<file path="config.mk">
export PLATFORM = sky130hd
export DESIGN_NAME = aom_po_memory_flat
export DESIGN_NICKNAME = d
export VERILOG_FILES = /design/src/rtl/aom_po_memory_if.sv /design/src/rtl/aom_po_memory.sv /design/src/flat_wrapper.sv
export SDC_FILE = /design/constraint.sdc
export NUM_CORES = 1
export LEC_CHECK = 0
export CORE_AREA = 5 5 215 217
export DETAILED_ROUTE_END_ITERATION = 12
export DIE_AREA = 0 0 220 222
export PLACE_DENSITY_LB_ADDON = 0.1
export SYNTH_ARGS = -nofsm -noshare
export SYNTH_HDL_FRONTEND = slang
export SYNTH_SLANG_ARGS = --single-unit
</file>
<file path="constraint.sdc">
create_clock -name clock -period 5.3 [get_ports clock]
set_clock_uncertainty 0.1 [all_clocks]
set_input_delay 1.06 -clock clock [delete_from_list [all_inputs] [get_ports clock]]
set_output_delay 1.06 -clock clock [all_outputs]
set_load 0.005 [all_outputs]
</file>
<file path="src/rtl/aom_po_memory_if.sv">
// Operand/PO-write bus of the Programmed Offset memory.
`timescale 1ns/1ps
interface aom_po_memory_if #(
   parameter int unsigned ADDR_WIDTH     = 12,
   parameter int unsigned PO_ADDR_WIDTH  = 5,
   parameter int unsigned PO_ENTRY_WIDTH = 16
);
   logic [ADDR_WIDTH-1:0]     raw_addr;
   logic                      indirect;
   logic                      abort;
   logic                      po_wren;
   logic [PO_ADDR_WIDTH-1:0]  po_write_addr;
   logic [PO_ENTRY_WIDTH-1:0] po_write_data;
   logic [ADDR_WIDTH-1:0]     programmed_offset;

   modport master (
      output raw_addr, indirect, abort, po_wren, po_write_addr, po_write_data,
      input  programmed_offset
   );

   modport slave (
      input  raw_addr, indirect, abort, po_wren, po_write_addr, po_write_data,
      output programmed_offset
   );
endinterface

</file>
<file path="src/rtl/aom_po_memory.sv">
// Programmed Offset memory: per-thread {incr, offset} table with delayed post-increment writeback.
// Define AOM_PO_INCR_SIGNED_EN to sign-extend the increment (allows post-decrement).
`timescale 1ns/1ps
module aom_po_memory #(
   parameter int unsigned ADDR_WIDTH         = 12,
   parameter int unsigned PO_INCR_WIDTH      = 4,
   parameter int unsigned PO_ADDR_WIDTH      = 5,
   parameter int unsigned PO_ENTRY_COUNT     = 32,
   parameter int unsigned PO_ENTRY_WIDTH     = 16,
   parameter string       PO_INIT_FILE       = "",
   parameter string       RAMSTYLE           = "",
   parameter bit          READ_NEW_DATA      = 1'b0,
   parameter int unsigned THREAD_COUNT       = 8,
   parameter int unsigned THREAD_COUNT_WIDTH = 3
) (
   input logic            clock,
   input logic            reset_n,
   aom_po_memory_if.slave bus
);
   localparam int unsigned IDX_WIDTH = PO_ADDR_WIDTH - THREAD_COUNT_WIDTH;
   localparam int unsigned DELAY     = THREAD_COUNT - 2;
   localparam int unsigned EXT_WIDTH = ADDR_WIDTH - PO_INCR_WIDTH;

   if (THREAD_COUNT < 3) begin : g_bad_thread_count
      $error("aom_po_memory: THREAD_COUNT must be at least 3");
   end

   if (PO_INIT_FILE != "" || RAMSTYLE != "") begin : g_impl_hints
      $info("aom_po_memory: preload '%s' and ram style '%s' are applied by the implementation flow",
            PO_INIT_FILE, RAMSTYLE);
   end

   logic [THREAD_COUNT_WIDTH-1:0] read_thread;
   logic [THREAD_COUNT_WIDTH-1:0] write_thread;

   logic [IDX_WIDTH-1:0]          rd_idx;
   logic [PO_ADDR_WIDTH-1:0]      rd_addr;
   logic [PO_ENTRY_WIDTH-1:0]     rd_entry;

   logic                          s1_indirect;
   logic [IDX_WIDTH-1:0]          s1_idx;
   logic                          s1_valid;
   logic [PO_INCR_WIDTH-1:0]      s1_incr;
   logic [ADDR_WIDTH-1:0]         s1_offset;
   logic [ADDR_WIDTH-1:0]         incr_ext;
   logic [ADDR_WIDTH-1:0]         new_offset;

   logic                          dl_valid [DELAY];
   logic [IDX_WIDTH-1:0]          dl_idx   [DELAY];
   logic [PO_ENTRY_WIDTH-1:0]     dl_data  [DELAY];

   logic                          wb_valid;
   logic                          wr_en;
   logic [PO_ADDR_WIDTH-1:0]      wr_addr;
   logic [PO_ENTRY_WIDTH-1:0]     wr_data;
   logic                          unused_raw_addr;

   (* ramstyle = RAMSTYLE *) logic [PO_ENTRY_WIDTH-1:0] mem [PO_ENTRY_COUNT];

   // Barrel thread counters; write_thread runs one ahead of read_thread.
   always_ff @(posedge clock or negedge reset_n) begin
      if (!reset_n) begin
         read_thread  <= '0;
         write_thread <= THREAD_COUNT_WIDTH'(1);
      end else begin
         read_thread  <= (read_thread == THREAD_COUNT_WIDTH'(THREAD_COUNT - 1)) ?
                         '0 : read_thread + THREAD_COUNT_WIDTH'(1);
         write_thread <= (write_thread == THREAD_COUNT_WIDTH'(THREAD_COUNT - 1)) ?
                         '0 : write_thread + THREAD_COUNT_WIDTH'(1);
      end
   end

   assign rd_idx          = bus.raw_addr[IDX_WIDTH-1:0];
   assign rd_addr         = {read_thread, rd_idx};
   assign unused_raw_addr = ^bus.raw_addr[ADDR_WIDTH-1:IDX_WIDTH];

   // Single write port: an external write always pre-empts the writeback.
   always_comb begin
      wr_en   = bus.po_wren | wb_valid;
      wr_addr = {write_thread, dl_idx[DELAY-1]};
      wr_data = dl_data[DELAY-1];
      if (bus.po_wren) begin
         wr_addr = bus.po_write_addr;
         wr_data = bus.po_write_data;
      end
   end

   always_ff @(posedge clock) begin
      if (wr_en) begin
         mem[wr_addr] <= wr_data;
      end
   end

   always_ff @(posedge clock or negedge reset_n) begin
      if (!reset_n) begin
         rd_entry    <= '0;
         s1_indirect <= 1'b0;
         s1_idx      <= '0;
      end else begin
         if (READ_NEW_DATA && wr_en && (wr_addr == rd_addr)) begin
            rd_entry <= wr_data;
         end else begin
            rd_entry <= mem[rd_addr];
         end
         s1_indirect <= bus.indirect;
         s1_idx      <= rd_idx;
      end
   end

   assign bus.programmed_offset = rd_entry[ADDR_WIDTH-1:0];

   assign s1_incr   = rd_entry[PO_ENTRY_WIDTH-1:ADDR_WIDTH];
   assign s1_offset = rd_entry[ADDR_WIDTH-1:0];
   assign s1_valid  = s1_indirect & ~bus.abort;

`ifdef AOM_PO_INCR_SIGNED_EN
   assign incr_ext = {{EXT_WIDTH{s1_incr[PO_INCR_WIDTH-1]}}, s1_incr};
`else
   assign incr_ext = {{EXT_WIDTH{1'b0}}, s1_incr};
`endif

   assign new_offset = s1_offset + incr_ext;

   // Writeback delay line lands the update on the cycle write_thread returns to the reader.
   always_ff @(posedge clock or negedge reset_n) begin
      if (!reset_n) begin
         for (int unsigned i = 0; i < DELAY; i++) begin
            dl_valid[i] <= 1'b0;
         end
      end else begin
         dl_valid[0] <= s1_valid;
         for (int unsigned i = 1; i < DELAY; i++) begin
            dl_valid[i] <= dl_valid[i-1];
         end
      end
   end

   always_ff @(posedge clock) begin
      dl_idx[0]  <= s1_idx;
      dl_data[0] <= {s1_incr, new_offset};
      for (int unsigned i = 1; i < DELAY; i++) begin
         dl_idx[i]  <= dl_idx[i-1];
         dl_data[i] <= dl_data[i-1];
      end
   end

   assign wb_valid = dl_valid[DELAY-1];
endmodule

</file>
<file path="src/flat_wrapper.sv">
// flat-port wrapper written by rule: the top's interface ports become plain ports
module aom_po_memory_flat 
#(
   parameter int unsigned ADDR_WIDTH         = 12,
   parameter int unsigned PO_INCR_WIDTH      = 4,
   parameter int unsigned PO_ADDR_WIDTH      = 5,
   parameter int unsigned PO_ENTRY_COUNT     = 32,
   parameter int unsigned PO_ENTRY_WIDTH     = 16,
   parameter string       PO_INIT_FILE       = "",
   parameter string       RAMSTYLE           = "",
   parameter bit          READ_NEW_DATA      = 1'b0,
   parameter int unsigned THREAD_COUNT       = 8,
   parameter int unsigned THREAD_COUNT_WIDTH = 3
)
  (clock, reset_n, bus_raw_addr, bus_indirect, bus_abort, bus_po_wren, bus_po_write_addr, bus_po_write_data, bus_programmed_offset);
  aom_po_memory_if #(.ADDR_WIDTH(ADDR_WIDTH), .PO_ADDR_WIDTH(PO_ADDR_WIDTH), .PO_ENTRY_WIDTH(PO_ENTRY_WIDTH)) bus_i ();
  input logic clock;
  input logic reset_n;
  input wire logic [$bits(bus_i.raw_addr)-1:0] bus_raw_addr;
  input wire logic [$bits(bus_i.indirect)-1:0] bus_indirect;
  input wire logic [$bits(bus_i.abort)-1:0] bus_abort;
  input wire logic [$bits(bus_i.po_wren)-1:0] bus_po_wren;
  input wire logic [$bits(bus_i.po_write_addr)-1:0] bus_po_write_addr;
  input wire logic [$bits(bus_i.po_write_data)-1:0] bus_po_write_data;
  output wire logic [$bits(bus_i.programmed_offset)-1:0] bus_programmed_offset;
  assign bus_i.raw_addr = bus_raw_addr;
  assign bus_i.indirect = bus_indirect;
  assign bus_i.abort = bus_abort;
  assign bus_i.po_wren = bus_po_wren;
  assign bus_i.po_write_addr = bus_po_write_addr;
  assign bus_i.po_write_data = bus_po_write_data;
  assign bus_programmed_offset = bus_i.programmed_offset;
  aom_po_memory #(.ADDR_WIDTH(ADDR_WIDTH), .PO_INCR_WIDTH(PO_INCR_WIDTH), .PO_ADDR_WIDTH(PO_ADDR_WIDTH), .PO_ENTRY_COUNT(PO_ENTRY_COUNT), .PO_ENTRY_WIDTH(PO_ENTRY_WIDTH), .PO_INIT_FILE(PO_INIT_FILE), .RAMSTYLE(RAMSTYLE), .READ_NEW_DATA(READ_NEW_DATA), .THREAD_COUNT(THREAD_COUNT), .THREAD_COUNT_WIDTH(THREAD_COUNT_WIDTH)) u_core (.clock(clock), .reset_n(reset_n), .bus(bus_i));
endmodule
</file>
# --- Word level (Yosys, flattened, before mapping) ---
# Memories as Yosys holds them, arrays and structs flattened. A register that Yosys moved wholly into a read port is not among the register bits.
# Cells that the tools add are included.
op_classes:
  add_sub_neg: 3
  eq_ne: 2
  mux: 6
  bitwise: 3
  reduce_logical: 1
ops:
  columns: ["op", "n"]
  rows:
  - ["16-bit 2-to-1 mux", 1]
  - ["12-bit by 4-bit adder with 12-bit output", 1]
  - ["3-bit by 1-bit adder with 3-bit output, second input constant", 2]
  - ["3-bit == test, second input constant", 2]
  - ["3-bit 2-to-1 mux", 2]
  - ["5-bit 2-to-1 mux", 1]
  - ["1-bit 2-to-1 mux", 2]
  - ["1-bit AND", 1]
  - ["1-bit logical NOT", 1]
  - ["1-bit inverter", 1]
  - ["1-bit bitwise OR", 1]
word_totals:
  register_bits: 15
  ram_bits: 620
  inputBits: 38
  word_cells: 28
  n_memories: 3
mem_list:
  columns: ["name", "depth", "width", "read_ports", "rd_clocked_by_memory_dff", "write_ports", "line_no", "source"]
  rows:
  - ["u_core.mem", 32, 16, 1, 1, 1, "aom_po_memory.sv:58", "(* ramstyle = RAMSTYLE *) logic [PO_ENTRY_WIDTH-1:0] mem [PO_ENTRY_COUNT];"]
  - ["u_core.dl_data", 6, 16, 6, 0, 6, "aom_po_memory.sv:50", "logic [PO_ENTRY_WIDTH-1:0] dl_data [DELAY];"]
  - ["u_core.dl_idx", 6, 2, 6, 0, 6, "aom_po_memory.sv:49", "logic [IDX_WIDTH-1:0] dl_idx [DELAY];"]

# --- Depth between registers and ports, before layout ---
depth:
  depth_word: 3
  ltp_mapped: 8

# --- Worst setup path after synthesis ---
# OpenSTA, ideal clock, no wires.
synth_path:
  kind: "input -> register"
  startpoint: "input bus_po_wren"
  endpoint: "memory u_core.mem[16][0] (enable)"
  setup_ps: 388
  arrival_ps: 2399
  required_ps: 4812
  slack_ps: 2413
  stages: 4
  n_path_buf: 1
  path_cell_list: "buf_2 > nor4b_1 > a21oi_1 > nor2_1"
synth_between:
  elab_chain_len: 3
  elab_cells_between_ends: 4
  cone_classes: "3 x mux; 1 x bitwise"
synth_rtl:
  columns: ["item", "line_no", "source"]
  rows:
  - ["from (decl)", "flat_wrapper.sv:22", "input wire logic [$bits(bus_i.po_wren)-1:0] bus_po_wren;"]
  - ["1-bit bitwise OR", "aom_po_memory.sv:79", "wr_en = bus.po_wren | wb_valid;"]
  - ["1-bit 2-to-1 mux", "aom_po_memory.sv:89", "if (wr_en) begin"]
  - ["1-bit 2-to-1 mux (implied by the code)", "aom_po_memory.sv:90", "mem[wr_addr] <= wr_data;"]
  - ["to (decl)", "aom_po_memory.sv:58", null]
# Parallel ways exist; a longest one is shown, timed or not.

==> metrics <==
pin count of the biggest net entering global routing about 90; Vias/cell roughly 5.7; 1st-iter DRT viols 960; largest area contributor in the netlist edfxtp_1; Post-synth EDFFs just over 500; Gate Count Post-Synth 1354; vias in the first global route ~12000; Post-Syn Area per Cell 17.6 um^2; status finished, final reports clean; Max FO, Critical Path 32; Placer Congestion 0.797; Worst R2R End u_core.rd_entry[7]; fraction of registers with async set/reset 4.76%; Worst slew margin between 20% and 30%; clock-pin slew on the worst setup and hold paths around 0.060 ns; Max-Cap Viols 0; pwr dens between 400 and 500 nW/um^2; clock buffer count from CTS 66; Area after DPL approximately 25000 um^2; CTS max path bufs 3; WHS Endpoint u_core.dl_idx[2][1]; Pwr Total 10.8 mW; Tcrit/Tclk final 65.2%; Critical Path AT roughly 3.8 ns; Critical Path RT 5.63 ns; Lkg Pwr ~9.7 nW; routed wire length per instance between 20 and 25 um; CP startpoint bus_raw_addr[0]; Tot GR Track Use between 20% and 30%; most frequent cells in the layout edfxtp_1 (512), mux2i_1 (257), dfxtp_1 (108); # fillers ~3200; post-synthesis register bit count 651; gr ovfl total 0; global-route wire length before repair 73900 um; DR vias ~12000; post-route ant nets 0; PortBufs 39; Final Instance Area approximately 27000 um^2; Final WS setup between 1.5 and 2 ns; synthesized area 23900 um^2; Clk Latency, worst-skew pair just under 0.6 ns; setup_tns 0 ns; FF-to-FF path depth 5; die area approximately 49000 um^2; ratio of cells with drive above 1 in the final layout approximately 12%; die height roughly 220 um; clock root cell clkbuf_16; hold path cells 0; initial antenna violation count 0; Achievable Freq 0.289 GHz; fin crit period 3.46 ns; area share of the largest cell type after synthesis between 60% and 70%; drt first pass iters 5; pre-CTS WS 1.26 ns; Hold Path Class register to register; Fin. Hold Viols 0; commonest non-fill, non-tap cell in the layout edfxtp_1; Syn-to-layout area delta 12.8%; Post-Route WL approximately 50000 um; CP Launch Type input pin; CTS tree done; worst-margin pin slew between 1 and 1.5 ns; fin nets approximately 1500; reg2reg start u_core.read_thread[0]; area of the multi-input gates ~4900 um^2; core box area 43900 um^2; Clock Sinks roughly 650; register area share after synthesis 76.8%; yosys warns 0; Setup Buffers After CTS 0; placement row count 77; Worst Min Path Start u_core.dl_idx[1][1]; Yosys cell types 39; n_diodes 0; maximum vdd drop roughly 270 uV; Top Ports 50; RSZ-0062 raised after global routing no; crit end category register; setup violators final 0; Final Max Tran Viols 0; Die X 220 um; Register Area 18300 um^2; Initial Utilization ~54%; PostCTS Resize Cnt 0; Mapped Nets 1401; Remaining DRCs 0; Hold Buf Count CTS 0; Hold Slack ~0.22 ns; htree depth 3; Synth area leaders edfxtp_1 (64%), mux2i_1 (11%), dfxtp_1 (9.1%); Primary FF master, synth edfxtp_1; critical path class input pin to register; DP HPWL approximately 29000 um; register-to-register setup slack 2.61 ns
-- synth_stat cells (2+ instances only) --
| cell | number |
|---|---|
| mux2i_1 | 257 |
| buf_12 | 7 |
| buf_1 | 2 |
| a22o_1 | 32 |
| clkbuf_1 | 10 |
| nand2b_1 | 4 |
| nor2_1 | 38 |
| inv_1 | 5 |
| dfrtp_1 | 30 |
| nor2b_1 | 3 |
| buf_6 | 9 |
| o32ai_1 | 4 |
| dfxtp_1 | 108 |
| xor2_1 | 3 |
| xnor2_1 | 7 |
| mux2_2 | 17 |
| nand4_1 | 18 |
| nor3_1 | 16 |
| edfxtp_1 | 512 |
| a31oi_1 | 18 |
| buf_2 | 17 |
| a22oi_1 | 64 |
| a21o_1 | 2 |
| nand2_1 | 46 |
| a21oi_1 | 35 |
| nand3_1 | 36 |
| buf_4 | 35 |
| ha_1 | 8 |
-- state kept, by name, indices dropped and copies added (netlist names) --
name                 flops
u_core.s1_indirect       1
u_core.dl_idx           12
u_core.mem             512
u_core.dl_valid          5
u_core.read_thread       3
u_core.wb_valid          1
u_core.rd_entry         16
u_core.write_thread      3
u_core.dl_data          96
u_core.s1_idx            2
-- final cells by class --
class | instances | area share, %
multi-input cells | 617 | 18.2
inverters | 5 | 0.0697
clock inverters | 34 | 1.00
flip-flops and latches | 651 | 68.1
clock buffers | 88 | 6.95
well taps | 592 | 2.75
repair buffers | 88 | 3.00
-- worst max-delay path, stage by stage --
cell             delay, ns
clkdlybuf4s50_1       0.76
nor2b_4               0.84
buf_4                 0.40
a21oi_1               0.11
a31oi_1               0.49
nand3_1               0.12
-- power by group --
| part | total, mW | switching [mW] | internal [mW] |
|---|---|---|---|
| Sequential | 5.78 | 0.0379 | 5.74 |
| Clock | 4.52 | 1.88 | 2.65 |
| Combinational | 0.504 | 0.354 | 0.150 |
| Total | 10.8 | 2.27 | 8.53 |
-- kinds of logic after synthesis --
| group | after synthesis | share of synthesized area (%) |
|---|---|---|
| adders and majority gates | 9 | 0.504 |
| buffers and inverters | 86 | 2.80 |
| xor gates and xnor gates | 10 | 0.367 |
| muxes | 274 | 11.6 |
| DFF | 651 | 76.8 |
| and+or+nand+nor | 168 | 3.31 |
| AOI/OAI and AO/OA | 156 | 4.65 |
-- layer usage --
metal  wire length, um  share of wire [%]  global-route usage, %  vias to the layer above
met3              2970                5.9                   3.35                       77
met5                 0                  0                      0                        -
met4              1470                3.0                   7.07                        0
met1             23300                 47                   31.8                     5912
met2             22100                 44                   29.8                      355
li1                  -                  -                      -                     5402
-- metrics by stage --
stage / utilization [%] / cells
after floorplan: - / 1354
after global placement: 56.4 / 1953
after detailed placement: 56.4 / 1953
after CTS: 61.2 / 2075
after global routing: 61.2 / 2075
final: 61.2 / 2075
-- worst max path at each step --
| stage | end | slack (ns) | cells past startpoint |
|---|---|---|---|
| 2_1_floorplan | u_core.mem[16][0] | 2.41 | 4 |
| 3_3_place_gp | u_core.rd_entry[10] | 1.29 | 6 |
| 3_5_place_dp | u_core.rd_entry[14] | 1.26 | 6 |
| 4_1_cts | u_core.rd_entry[14] | 1.88 | 6 |
| 5_1_grt | u_core.rd_entry[10] | 1.81 | 6 |
| 6_report | u_core.rd_entry[10] | 1.84 | 6 |
No activity file was read; power rests on OpenSTA's default activity.
